--- src/rtl/modport_stream_bridge_pkg.sv ---
// Shared widths and types for the stream bridge and its address snapshot slots.
package modport_pkg;

  localparam int DATA_W = 8;
  localparam int ADDR_W = 32;
  localparam int CNT_W  = 16;

  typedef logic [ADDR_W-1:0] addr_t;
  typedef logic [DATA_W-1:0] byte_t;

endpackage

--- src/rtl/modport_stream_bridge_addr_slot.sv ---
// One address snapshot register: clears on reset, loads addr_in when capture is high.
module modport_addr_slot
  import modport_pkg::*;
#(
  parameter int W = ADDR_W
) (
  input  logic         clk,
  input  logic         rst_n,
  input  logic         capture,
  input  logic [W-1:0] addr_in,
  output logic [W-1:0] addr_out
);

  logic [W-1:0] addr_d;
  logic [W-1:0] addr_q;

  always_comb begin
    addr_d = addr_q;
    if (capture) begin
      addr_d = addr_in;
    end
  end

  always_ff @(posedge clk or negedge rst_n) begin
    if (!rst_n) begin
      addr_q <= '0;
    end else begin
      addr_q <= addr_d;
    end
  end

  assign addr_out = addr_q;

endmodule

--- src/rtl/modport_stream_bridge.sv ---
// Byte-stream pass-through that snapshots a bank of source addresses on every
// handshake and exposes a selected snapshot plus a wrapping handshake count.
module modport_stream_bridge
  import modport_pkg::*;
#(
  parameter int DATA_W    = modport_pkg::DATA_W,
  parameter int ADDR_W    = modport_pkg::ADDR_W,
  parameter int NUM_PORTS = 2,
  parameter int CNT_W     = modport_pkg::CNT_W,
  parameter int SEL_W     = $clog2(NUM_PORTS) + 1
) (
  input  logic                        clk,
  input  logic                        rst_n,
  input  logic                        stream_in_valid,
  input  logic [DATA_W-1:0]           stream_in_data,
  output logic                        stream_in_ready,
  input  logic                        stream_out_ready,
  output logic [DATA_W-1:0]           stream_out_data_comb,
  output logic [DATA_W-1:0]           stream_out_data_registered,
  output logic                        and_output,
  input  logic [NUM_PORTS*ADDR_W-1:0] src_addr,
  input  logic [SEL_W-1:0]            addr_sel,
  output logic [ADDR_W-1:0]           addr_out,
  output logic [CNT_W-1:0]            xfer_count
);

  logic              handshake;
  logic [DATA_W-1:0] data_d;
  logic [DATA_W-1:0] data_q;
  logic [CNT_W-1:0]  count_d;
  logic [CNT_W-1:0]  count_q;
  logic [ADDR_W-1:0] snap [NUM_PORTS];

  // Back-pressure and data are pure wires so they stay live through reset.
  assign stream_in_ready      = stream_out_ready;
  assign stream_out_data_comb = stream_in_data;
  assign handshake            = stream_out_ready & stream_in_valid;
  assign and_output           = handshake;

  always_comb begin
    data_d  = stream_in_data;
    count_d = count_q;
    if (handshake) begin
      count_d = count_q + CNT_W'(1);
    end
  end

  always_ff @(posedge clk or negedge rst_n) begin
    if (!rst_n) begin
      data_q  <= '0;
      count_q <= '0;
    end else begin
      data_q  <= data_d;
      count_q <= count_d;
    end
  end

  assign stream_out_data_registered = data_q;
  assign xfer_count                 = count_q;

  generate
    for (genvar gi = 0; gi < NUM_PORTS; gi++) begin : slot
      modport_addr_slot #(
        .W(ADDR_W)
      ) u_slot (
        .clk     (clk),
        .rst_n   (rst_n),
        .capture (handshake),
        .addr_in (src_addr[gi*ADDR_W +: ADDR_W]),
        .addr_out(snap[gi])
      );
    end
  endgenerate

  // Explicit compare per port: out-of-range selects fall through to zero, never X.
  always_comb begin
    addr_out = '0;
    for (int i = 0; i < NUM_PORTS; i++) begin
      if (addr_sel == SEL_W'(i)) begin
        addr_out = snap[i];
      end
    end
  end

endmodule

--- config.mk ---
export PLATFORM = sky130hd
export DESIGN_NAME = modport_stream_bridge
export DESIGN_NICKNAME = d
export VERILOG_FILES = /design/src/rtl/modport_stream_bridge_pkg.sv /design/src/rtl/modport_stream_bridge_addr_slot.sv /design/src/rtl/modport_stream_bridge.sv
export SDC_FILE = /design/constraint.sdc
export NUM_CORES = 1
export LEC_CHECK = 0
export BUFFER_PORTS_ARGS = -buffer_cell sky130_fd_sc_hd__buf_2
export CAP_MARGIN = 40
export CORE_AREA = 4 4 100 102
export CTS_CLUSTER_DIAMETER = 120
export DETAILED_ROUTE_END_ITERATION = 10
export DIE_AREA = 0 0 104 106
export PLACE_DENSITY_LB_ADDON = 0.25
export RECOVER_POWER = 50
export SKIP_LAST_GASP = 1
export SYNTH_ARGS = -nofsm -noshare
export SYNTH_HDL_FRONTEND = slang
export SYNTH_SLANG_ARGS = --single-unit
--- constraint.sdc ---
create_clock -name clk -period 1.4 [get_ports clk]
set_clock_uncertainty 0.15 [all_clocks]
set_input_delay 0.07 -clock clk [delete_from_list [all_inputs] [get_ports clk]]
set_output_delay 0.07 -clock clk [all_outputs]
set_load 0.005 [all_outputs]
Word level (Yosys, flattened, before mapping). Index checks and enable logic that the tools add are counted.

Memory bits (writable): 0. Flip-flop bits (word level): 88. Memories: 0. Bits in latches: 0. Memory bits (read-only): 0.

$add $sub $neg: 1. $lt $le $gt $ge: 0. Multiply operators: 0. Muxes and demuxes: 2. Bitwise logic cells: 1. Eq/ne operators: 1. Reductions and logical operators: 1. Shift-type cells: 0. Div/mod/pow operators: 0.

Operators by type and width (number): $mux W32 (2); $add A16 B1 Y16 const B (1); $eq A2 B1 Y1 const B (1); $logic_not A2 Y1 (1); $and A1 B1 Y1 (1).

Longest topological paths before layout.
Depth after elaboration: 3. Mapped depth: 5.

By module. Synthesis repeated with hierarchy kept, for this count alone.

Cells, all modules: 281. Area, all modules: 4121.5 µm².

By module, submodules not included: modport_addr_slot (area an instance 1345.0 µm², cells an instance 68, sequential area each 800.8 µm², instances 2); modport_stream_bridge (area an instance 1431.4 µm², cells an instance 145, sequential area each 600.6 µm², instances 1).

Worst setup path before layout. Ideal clock, no wire load.

Path kind: register to register. Start: register count_q[0] (netlist: xfer_count[0]). End: register count_q[8] (netlist: xfer_count[8]). Setup time: 124 ps. Path slack: -2 ps. Data arrival time: 1128 ps. Stages on the path, launching flop included: 6. Required time: 1126 ps. Cell sequence: dfrtp_1 > ha_1 > nand3_2 > nor3_2 > nand4_1 > xnor2_1.

Longest elaborated chain between the ends: 1.

Ends and longest elaborated chain: start: declaration (line modport_stream_bridge.sv:31) `logic [CNT_W-1:0] count_q;`; start signal: assignment (line modport_stream_bridge.sv:54) `count_q <= count_d;`; $add A16 B1 Y16 (line modport_stream_bridge.sv:44) `count_d = count_q + CNT_W'(1);`.

Every way passes these cells. A chain may end at the register's enable or synchronous reset.

Worst setup path after layout. Same ends and word-level chain as after synthesis.

==> metrics.txt <==
status=finished, violations left; failing checks=negative setup slack; Worst setup SP type=register; Synth Area in XOR/XNOR=0.0325; DP Area=4860 sq um; vias=2999; RSZ-0062 raised after global routing=true; Die X=104 um; period utilization=1.04; Sw Ratio=0.270; # clock sinks=88; worst r2r src=xfer_count[0]; Hold Crit Class=in -> reg; layout cells sized above 1=0.467; cells after synthesis=283; Design Area, Final=5880 sq um; I/O Buffers=143; largest family of logic cells by synthesized area=multiplexers; Routability Congestion=0.789; Clk pwr share=0.275; Slew HR=0.472; Final nets=590; CP Max Fanout=5; GRT Util Overall=0.179; CP Data Required Time=1.50 ns; critical path capture point type=register; Num CTS Buffers=9; path depth of the worst reg2reg path=5; Worst EP arrival=1.55 ns; Hold Path Sink=stream_out_data_registered[0]; global-route wire length before repair=16000 um; CTS Root Cell=clkbuf_8; Final Max Slew Viols=0; drt pass-1 iters=5; Avg WL per Cell=15.5 um; FF-to-FF setup slack=-0.05 ns; worst skew pair latency=0.35 ns; CP top delay family=simple AND/OR/NAND/NOR gates; Crit Path Class=reg -> reg; final antenna-violating net count=0; H-tree depth=3; antenna cells=0; clk buf depth=2; Synth top area share=0.545; HPWL after DPL=5980 um; die area=11000 sq um; total power=6.72 mW; cell area after synthesis=4040 sq um; CP max-delay cell=dfrtp_1; core area=9110 sq um; Setup Viol. Count Final=3; post-synthesis mux area share=0.297; Final Critical Period=1.45 ns; post-DR vias/cell=4.78; Final Hold Violating Endpoints=0; post-synthesis register bit count=88; initial antenna violation count=0; leak pwr=2.91 nW; initial drt markers=79; DRC=0; Max Fclk=690 MHz; io pins=144; internal power=4.90 mW; Hold Path Depth=2; Clock Pin Slew Worst Setup and Hold Paths=0.09 ns; CP cell instances=ha_2 -> nand3_4 -> nor3_4 -> nand4_1 -> xnor2_1; final worst slack=-0.0491 ns; sum of buffers and inverters on the critical path=0; area leader, netlist=dfrtp_1; Hold Crit Start=stream_in_data[0]; CTS tree=done; actual slew at the worst max-slew pin=0.792 ns; part of the total power dissipated in combinational logic=0.256; Critical R2R Capture=xfer_count[8]; Post-Synth Simple-Gate Area=0.0675; Compound-Gate Fraction of Synth Area=0; VDD IR max=819 uV; Seq/Total Area, Yosys=0.545; WL final=9710 um; count of cell types in the netlist=23; CP peak stage delay=0.39 ns; Post-Syn Nets=362; MaxCap Viol Count=0; num rows=35; pwr dens=1140 nW/um^2; largest net degree at the start of global routing=89; yosys warns=0; Net Switching=1.82 mW; remaining global-route overflow=0; Synth-to-Final Area Change=45.5%; Synth area leaders=dfrtp_1 (54%), mux2_4 (14%), mux2i_1 (7.9%); Initial Utilization=0.444; vias in the first global route=3253; Synth Area in Adders=0.00310; share of power burned in registers=0.469; Syn Area/Cell=14.3 sq um; Die Ht=106 um
## cells in the mapped netlist
| library cell | n |
|---|---|
| nor2_1 | 35 |
| xnor2_1 | 13 |
| nand3_2 | 1 |
| nand2_4 | 1 |
| buf_4 | 14 |
| buf_2 | 1 |
| inv_2 | 1 |
| mux2_2 | 26 |
| buf_8 | 1 |
| mux2i_1 | 32 |
| nand2_1 | 7 |
| ha_1 | 1 |
| nor3_2 | 2 |
| and4_1 | 1 |
| buf_12 | 4 |
| dfrtp_1 | 88 |
| xor2_1 | 2 |
| nand3_1 | 6 |
| clkbuf_1 | 3 |
| inv_1 | 1 |
| nand4_1 | 3 |
| nor3_4 | 1 |
| mux2_4 | 39 |
## per-stage QoR
step	instances	hold slack [ns]	TNS, ns	worst slack [ns]	utilization
floorplan	283	-0.376	0	0.0261	-
global placement	527	-0.00377	0	0.0273	0.534
detailed placement	527	0.000958	-0.0146	-0.0146	0.534
CTS	621	0.150	-0.0281	-0.0281	0.643
global route	627	0.212	-0.781	-0.148	0.646
finish	627	0.217	-0.0623	-0.0491	0.646
## repair_timing
action	4_1_cts	5_1_grt
setup endpoints to repair	2	15
pin swaps	0	6
resized for setup	0	3
setup buffers	1	6
hold buffers	77	0
endpoints found under the hold margin	165	0
## final cells by class
cell class                 count  area (sq um)
multi-input combinational    170          1620
tap                          111           139
clock buffer                  11           151
clock inverter                 5          63.8
fill                         710          3230
sequential                    88          2200
inverter                       2          8.76
timing repair buffer         240          1690
## how the worst max path moves through the flow
stage                        startpoint       endpoint  slack [ns]  cells past startpoint
after floorplan           xfer_count[0]  xfer_count[8]        0.03                      5
after global placement    xfer_count[1]  xfer_count[8]        0.03                      5
after detailed placement  xfer_count[0]  xfer_count[8]       -0.01                      5
after CTS                 xfer_count[0]  xfer_count[8]       -0.03                      5
after global routing      xfer_count[1]  xfer_count[8]       -0.15                      5
final                     xfer_count[0]  xfer_count[8]       -0.05                      5
## state kept, by name (all words and copies together) (netlist names)
name,count
slot.u_slot.addr_out,64
stream_out_data_registered,8
xfer_count,16
## per-layer routing
layer,part of all wire,wire (um),global-route usage
met1,0.44,4270,0.228
met3,0.068,662,0.0601
met5,0,0,0
met2,0.48,4670,0.294
met4,0.011,102,0.0503
## power by group through the flow
stage	Clock (mW)	Sequential, mW	Combinational, mW
5_1_grt	2.03	3.20	1.88
3_3_place_gp	0	3.18	1.46
4_1_cts	1.91	3.15	1.68
6_report	1.85	3.15	1.72
2_1_floorplan	0	3.19	0.851
3_5_place_dp	0	3.20	1.48
## kinds of logic after synthesis
family,after synthesis
flip-flops,88
buffers and inverters,25
AND/OR/NAND/NOR,57
XOR/XNOR,15
multiplexers,97
adder cells (fa/ha/maj),1
## worst register-to-register path, delay by kind of cell (launching register included)
kind                       cells  cell delay (ns)
xor gates and xnor gates       1             0.14
DFF                            1             0.39
adders and majority gates      1             0.22
and+or+nand+nor                3             0.45
## layout by cell type, fill, tap and decap left out, drive strengths merged
cell type	count
nand2	8
ha	1
mux2	65
clkbuf	18
bufinv	1
inv	2
clkinvlp	1
buf	156
clkinv	3
nand4	3
mux2i	32
and4	1
nand3	7
xor2	2
dlygate4sd3	77
xnor2	13
nor2	35
nor3	3
dfrtp	88
Power figures use the tool's default switching activity.
